$ cat src/rtl/lector_teclado_pkg.sv
// Shared calculator definitions: key codes, keypad FSM encoding and the keypad
// map helpers used by the row-scanning reader.
package lector_teclado_pkg;

  typedef enum logic [2:0] {
    ESCANEAR       = 3'd0,
    DEB_PRESION    = 3'd1,
    EMITIR         = 3'd2,
    ESPERAR_SOLTAR = 3'd3,
    DEB_SOLTAR     = 3'd4
  } estado_t;

  localparam logic [3:0] KEY_0 = 4'h0;
  localparam logic [3:0] KEY_1 = 4'h1;
  localparam logic [3:0] KEY_2 = 4'h2;
  localparam logic [3:0] KEY_3 = 4'h3;
  localparam logic [3:0] KEY_4 = 4'h4;
  localparam logic [3:0] KEY_5 = 4'h5;
  localparam logic [3:0] KEY_6 = 4'h6;
  localparam logic [3:0] KEY_7 = 4'h7;
  localparam logic [3:0] KEY_8 = 4'h8;
  localparam logic [3:0] KEY_9 = 4'h9;
  localparam logic [3:0] KEY_A = 4'hA;
  localparam logic [3:0] KEY_B = 4'hB;
  localparam logic [3:0] KEY_C = 4'hC;
  localparam logic [3:0] KEY_D = 4'hD;
  localparam logic [3:0] KEY_E = 4'hE;
  localparam logic [3:0] KEY_F = 4'hF;

  localparam logic [3:0] OP_SUMA    = KEY_A;
  localparam logic [3:0] OP_RESTA   = KEY_B;
  localparam logic [3:0] OP_MULT    = KEY_C;
  localparam logic [3:0] OP_DIV     = KEY_D;
  localparam logic [3:0] KEY_BORRAR = KEY_E;
  localparam logic [3:0] KEY_IGUAL  = KEY_F;

  localparam logic [3:0] COLS_IDLE = 4'b1111;

  // Active-low row drive pattern for a row index.
  function automatic logic [3:0] fila_activa(input logic [1:0] fila);
    logic [3:0] patron;
    case (fila)
      2'd0:    patron = 4'b1110;
      2'd1:    patron = 4'b1101;
      2'd2:    patron = 4'b1011;
      2'd3:    patron = 4'b0111;
      default: patron = 4'b1110;
    endcase
    return patron;
  endfunction

  // Lowest-index low column wins when several keys share a row.
  function automatic logic [1:0] columna_baja(input logic [3:0] cols);
    logic [1:0] idx;
    if (!cols[0])      idx = 2'd0;
    else if (!cols[1]) idx = 2'd1;
    else if (!cols[2]) idx = 2'd2;
    else               idx = 2'd3;
    return idx;
  endfunction

  function automatic logic [3:0] codigo_tecla(input logic [1:0] fila, input logic [1:0] col);
    logic [3:0] codigo;
    case ({fila, col})
      4'b00_00: codigo = KEY_1;
      4'b00_01: codigo = KEY_2;
      4'b00_10: codigo = KEY_3;
      4'b00_11: codigo = OP_SUMA;
      4'b01_00: codigo = KEY_4;
      4'b01_01: codigo = KEY_5;
      4'b01_10: codigo = KEY_6;
      4'b01_11: codigo = OP_RESTA;
      4'b10_00: codigo = KEY_7;
      4'b10_01: codigo = KEY_8;
      4'b10_10: codigo = KEY_9;
      4'b10_11: codigo = OP_MULT;
      4'b11_00: codigo = KEY_BORRAR;
      4'b11_01: codigo = KEY_0;
      4'b11_10: codigo = KEY_IGUAL;
      4'b11_11: codigo = OP_DIV;
      default:  codigo = KEY_0;
    endcase
    return codigo;
  endfunction

endpackage

$ cat src/rtl/sincronizador_2ff.sv
// Two-flop synchronizer for asynchronous level inputs; resets to all ones so
// idle pulled-up lines never look active.
module sincronizador_2ff #(
  parameter int WIDTH = 4
) (
  input  logic             clk,
  input  logic             reset,
  input  logic [WIDTH-1:0] d,
  output logic [WIDTH-1:0] q
);

  logic [WIDTH-1:0] meta_r;
  logic [WIDTH-1:0] sync_r;

  // Synchronizer flop chain.
  always_ff @(posedge clk) begin
    if (reset) begin
      meta_r <= {WIDTH{1'b1}};
      sync_r <= {WIDTH{1'b1}};
    end else begin
      meta_r <= d;
      sync_r <= meta_r;
    end
  end

  assign q = sync_r;

endmodule

$ cat src/rtl/lector_teclado.sv
// 4x4 keypad reader: scans rows, debounces press and release, and emits one
// classified strobe per confirmed key press.
module lector_teclado
  import lector_teclado_pkg::*;
#(
  parameter int SCAN_TICKS     = 1000,
  parameter int DEBOUNCE_TICKS = 20000
) (
  input  logic       clk,
  input  logic       reset,
  input  logic [3:0] columnas,
  output logic [3:0] filas,
  output logic [3:0] tecla,
  output logic       tecla_valida,
  output logic       numero_en,
  output logic       operacion_en,
  output logic       igual_tecla_en,
  output logic       borrar_en
);

  localparam int SLOT_W = (SCAN_TICKS > 2) ? $clog2(SCAN_TICKS) : 1;
  localparam int DEB_W  = (DEBOUNCE_TICKS > 2) ? $clog2(DEBOUNCE_TICKS) : 1;
  localparam logic [SLOT_W-1:0] SLOT_LAST = SLOT_W'(SCAN_TICKS - 1);
  localparam logic [DEB_W-1:0]  DEB_LAST  = DEB_W'(DEBOUNCE_TICKS - 1);
  localparam logic [SLOT_W-1:0] SLOT_MAX  = {SLOT_W{1'b1}};
  localparam logic [DEB_W-1:0]  DEB_MAX   = {DEB_W{1'b1}};

  estado_t           state_r, state_s;
  logic [1:0]        row_r, row_s;
  logic [SLOT_W-1:0] slot_r, slot_s;
  logic [DEB_W-1:0]  deb_r, deb_s;
  logic [3:0]        patron_r, patron_s;
  logic [3:0]        cols_s;
  logic [3:0]        codigo_s;
  logic              emitir_s;
  logic              idle_s;

  logic [3:0] filas_r;
  logic [3:0] tecla_r;
  logic       tecla_valida_r;
  logic       numero_r;
  logic       operacion_r;
  logic       igual_r;
  logic       borrar_r;

  sincronizador_2ff #(.WIDTH(4)) u_sync (
    .clk   (clk),
    .reset (reset),
    .d     (columnas),
    .q     (cols_s)
  );

  assign idle_s   = (cols_s == COLS_IDLE);
  assign codigo_s = codigo_tecla(row_r, columna_baja(patron_r));

  // Next-state logic for scan, debounce and release tracking.
  always_comb begin
    state_s  = state_r;
    row_s    = row_r;
    slot_s   = slot_r;
    deb_s    = deb_r;
    patron_s = patron_r;
    emitir_s = 1'b0;
    case (state_r)
      ESCANEAR: begin
        if (slot_r == SLOT_LAST) begin
          slot_s = {SLOT_W{1'b0}};
          if (idle_s) begin
            row_s = row_r + 2'd1;
          end else begin
            state_s  = DEB_PRESION;
            patron_s = cols_s;
            deb_s    = {DEB_W{1'b0}};
          end
        end else begin
          slot_s = (slot_r == SLOT_MAX) ? slot_r : slot_r + SLOT_W'(1);
        end
      end
      DEB_PRESION: begin
        if (idle_s) begin
          state_s = ESCANEAR;
          slot_s  = {SLOT_W{1'b0}};
          deb_s   = {DEB_W{1'b0}};
        end else if (cols_s != patron_r) begin
          patron_s = cols_s;
          deb_s    = {DEB_W{1'b0}};
        end else if (deb_r == DEB_LAST) begin
          state_s  = EMITIR;
          emitir_s = 1'b1;
        end else begin
          deb_s = (deb_r == DEB_MAX) ? deb_r : deb_r + DEB_W'(1);
        end
      end
      EMITIR: begin
        state_s = ESPERAR_SOLTAR;
        deb_s   = {DEB_W{1'b0}};
      end
      ESPERAR_SOLTAR: begin
        if (idle_s) begin
          state_s = DEB_SOLTAR;
          deb_s   = {DEB_W{1'b0}};
        end else begin
          state_s = ESPERAR_SOLTAR;
        end
      end
      DEB_SOLTAR: begin
        if (!idle_s) begin
          state_s = ESPERAR_SOLTAR;
          deb_s   = {DEB_W{1'b0}};
        end else if (deb_r == DEB_LAST) begin
          state_s = ESCANEAR;
          row_s   = row_r + 2'd1;
          slot_s  = {SLOT_W{1'b0}};
          deb_s   = {DEB_W{1'b0}};
        end else begin
          deb_s = (deb_r == DEB_MAX) ? deb_r : deb_r + DEB_W'(1);
        end
      end
      default: begin
        state_s = ESCANEAR;
        slot_s  = {SLOT_W{1'b0}};
        deb_s   = {DEB_W{1'b0}};
      end
    endcase
  end

  // FSM state, row and counter registers.
  always_ff @(posedge clk) begin
    if (reset) begin
      state_r  <= ESCANEAR;
      row_r    <= 2'd0;
      slot_r   <= {SLOT_W{1'b0}};
      deb_r    <= {DEB_W{1'b0}};
      patron_r <= COLS_IDLE;
    end else begin
      state_r  <= state_s;
      row_r    <= row_s;
      slot_r   <= slot_s;
      deb_r    <= deb_s;
      patron_r <= patron_s;
    end
  end

  // Registered row drive, key code and strobes; strobes are high exactly
  // during the EMITIR cycle because they load on the transition into it.
  always_ff @(posedge clk) begin
    if (reset) begin
      filas_r        <= 4'b1110;
      tecla_r        <= KEY_0;
      tecla_valida_r <= 1'b0;
      numero_r       <= 1'b0;
      operacion_r    <= 1'b0;
      igual_r        <= 1'b0;
      borrar_r       <= 1'b0;
    end else begin
      filas_r        <= fila_activa(row_s);
      tecla_valida_r <= emitir_s;
      numero_r       <= emitir_s && (codigo_s <= KEY_9);
      operacion_r    <= emitir_s && (codigo_s >= OP_SUMA) && (codigo_s <= OP_DIV);
      igual_r        <= emitir_s && (codigo_s == KEY_IGUAL);
      borrar_r       <= emitir_s && (codigo_s == KEY_BORRAR);
      if (emitir_s) begin
        tecla_r <= codigo_s;
      end else begin
        tecla_r <= tecla_r;
      end
    end
  end

  assign filas          = filas_r;
  assign tecla          = tecla_r;
  assign tecla_valida   = tecla_valida_r;
  assign numero_en      = numero_r;
  assign operacion_en   = operacion_r;
  assign igual_tecla_en = igual_r;
  assign borrar_en      = borrar_r;

endmodule

$ cat config.mk
export PLATFORM = sky130hd
export DESIGN_NAME = lector_teclado
export DESIGN_NICKNAME = d
export VERILOG_FILES = /design/src/rtl/lector_teclado_pkg.sv /design/src/rtl/sincronizador_2ff.sv /design/src/rtl/lector_teclado.sv
export SDC_FILE = /design/constraint.sdc
export NUM_CORES = 1
export LEC_CHECK = 0
export CAP_MARGIN = 0
export CORE_ASPECT_RATIO = 0.75
export CORE_MARGIN = 3
export CORE_UTILIZATION = 55
export CTS_CLUSTER_DIAMETER = 80
export DETAILED_ROUTE_END_ITERATION = 12
export PLACE_DENSITY = 0.75
export SLEW_MARGIN = 40
export SYNTH_ARGS = -nofsm -noshare
export SYNTH_HDL_FRONTEND = slang
export SYNTH_SLANG_ARGS = --single-unit
$ cat constraint.sdc
create_clock -name clk -period 6 [get_ports clk]
set_clock_uncertainty 0.05 [all_clocks]
set_input_delay 1.8 -clock clk [delete_from_list [all_inputs] [get_ports clk]]
set_output_delay 1.8 -clock clk [all_outputs]
set_load 0.03 [all_outputs]
==> metrics.txt <==
status=finished clean; Starting Density=59.1%; max incr delay on CP=0.68 ns; number of flops mapped to enable cells by yosys=0; syn_area_per_cell=8.51 um^2; Max transition margin=53.1%; CP required=4.15 ns; top cell type's share of synthesized area=40.3%; Die Span Y=67.0 um; slowest CP cell=clkdlybuf4s50_1; Site Rows=21; setup repair bufs after CTS=0; DR WL/cell=13.2 um; number of buffers created by CTS=5; RSZ-0062 raised after global routing=false; CTS Sinks=55; via/cell ratio=5.72; Total Wirelength=5.19 mm; Crit Path Max Fanout=2; top cells by area, synth=dfxtp_1 (40%), nor2_1 (5.6%), nand2_1 (4.0%), ha_1 (3.2%), xor2_1 (3.2%); Power Total=0.000647 W; Fill cells=391; clk root buf=clkbuf_8; H-tree Lvls=2; ANT nets after route=0; Setup crit end kind=primary output; nets=347; Comb power frac=3.7%; Mapped Nets=334; pin count of the biggest net entering global routing=33; Max Freq=0.313 GHz; Final min period=around 3.2 ns; Top FF cell, synth=dfxtp_1; Final setup viols=0; number of global-route vias before repair=2012; CORE AREA=0.00462 mm^2; Psw=roughly 0.00014 W; crit share post-route=53.3%; Internal Power=0.000506 W; clock buffer depth=2; area growth from synthesis to layout=12.4%; Static Leak=1.11 nW; CP Launch Type=register; hold_buf cts=0; gr ovfl total=0; first-pass GRT wire length=9.06 mm; die area=0.00586 mm^2; sequential area share after synthesis=40.3%; worst min path class=register to register; Initial DRC Count=roughly 160; final setup TNS=0 ns; Top-Level Pins=19; synth unique cells=47; actual slew at the worst max-slew pin=0.697 ns; RD Place Congestion=0.865; First-pass DRT Iterations=4; Total GRT Usage=19.1%; drc violations=0; Synth Instances=321; worst path cell trace=clkdlybuf4s50_1; synthesized cell area=0.00273 mm^2; initial antenna violation count=0; Max Cap Viol=0; Port Buffer Count=18; number of diodes=0; DP Cell Count=384; Reg power frac=between 50 and 60%; non-filler cells, final=392; endpoints failing hold=0; Final HPWL DP=about 3.7 mm; Horiz. Die Dim=87.4 um; vias=2242; share of cells above drive strength 1=~9%; Yosys reg bits=55; Max Slew Vio Count=0; Clock transition at path regs=0.10 ns; CTS tree=yes; switch share=21.8%; Synth async-reset ratio=0%; synthesis warning total=0; CP arrival=1.35 ns; VDD IR max=between 0.00015 and 0.0002 V; post-cts sizing count=0; clk_lat worst skew=approximately 0.31 ns; cell taking the most area after synthesis=dfxtp_1; number of buffers and inverters on the critical path=1; clock group share of total power=38.8%; Top Family by Delay on Critical Path=buffers and inverters; pwr/cell area=211 mW/mm^2; Setup CP Type=register to primary output
[kinds of logic (layout without fill, tap and decap cells)]
kind of cell / after synthesis / count (layout) / synth area share [%]
muxes: 6 / 6 / 2.20
adders and majority gates: 7 / 7 / 3.20
DFF: 55 / 55 / 40.3
xor gates and xnor gates: 18 / 18 / 5.77
buffers and inverters: 21 / 35 / 2.88
and+or+nand+nor: 163 / 163 / 33.6
AOI/OAI and AO/OA: 51 / 51 / 12.1
[layout by cell type (no fill, tap or decap), drive strengths merged, types with 8 or more instances in the layout]
cell | synthesis | routed
dfxtp | 55 | 55
nor2 | 41 | 41
nand2 | 29 | 29
clkdlybuf4s50 | 0 | 18
nand3 | 16 | 16
a21oi | 16 | 16
nor3 | 11 | 11
xor2 | 10 | 10
o21ai | 10 | 10
or2 | 9 | 9
inv | 8 | 9
nor4 | 9 | 9
xnor2 | 8 | 8
[path summary, 6_finish.rpt]
path	to	startpoint	cells after the start	slack [ns]
setup / recovery	tecla[2]	tecla[2]$_SDFFE_PP0P_	1	2.80
hold / removal	u_sync.q[3]$_SDFF_PP1_	u_sync.meta_r[3]$_SDFF_PP1_	1	0.37
setup reg to reg	borrar_en$_SDFF_PP0_	deb_r[5]$_SDFFE_PP0P_	6	3.22
hold reg to reg	u_sync.q[3]$_SDFF_PP1_	u_sync.meta_r[3]$_SDFF_PP1_	1	0.37
[sequential cells by signal (all words and copies together), names as in the netlist, 3 cells and up]
name	flops
tecla	4
deb_r	15
u_sync.q	4
filas	4
patron_r	4
u_sync.meta_r	4
state_r	3
slot_r	10
[layer usage]
metal,global-route usage [%],up-vias,routed length (um)
met3,3.71,7,223
li1,-,1171,-
met5,0,-,0
met1,28.1,1019,2750
met2,28.4,45,2180
met4,4.60,0,41
[through the flow]
step	utilization, %	worst slack, ns	instance area [um^2]	hold slack, ns
floorplan	-	3.40	2730	0.339
global placement	63.6	2.79	2940	0.344
detailed placement	63.8	2.78	2950	0.344
CTS	66.3	2.79	3070	0.370
global route	66.4	2.76	3070	0.383
finish	66.4	2.80	3070	0.367
[final cells by class]
class                           instances  area, um^2  area share (%)
Clock buffer                            5        68.8            2.24
Clock inverter                          3        47.5            1.55
Inverter                                8        30.0           0.978
Multi-Input combinational cell        245        1570            51.0
Sequential cell                        55        1100            35.8
Tap cell                               57        71.3            2.32
Timing Repair Buffer                   19         188            6.11
[cell usage after synthesis, drive strengths merged (6+ instances only)]
cell type  instances
xor2              10
nor2              41
and3               7
dfxtp             55
nand2b             6
xnor2              8
nor4               9
ha                 7
o21ai             10
mux2i              6
nand3             16
inv                8
nand4              6
nor3              11
nand2             29
nor2b              7
and4               7
or2                9
clkbuf            12
a21oi             16
[power groups by stage]
stage	clock [W]	combinational (W)	sequential (W)
floorplan	0	0.0000157	0.000380
global placement	0	0.0000229	0.000381
detailed placement	0	0.0000230	0.000381
CTS	0.000260	0.0000234	0.000372
global route	0.000272	0.0000267	0.000373
finish	0.000251	0.0000237	0.000372
Power figures use the tool's default switching activity.
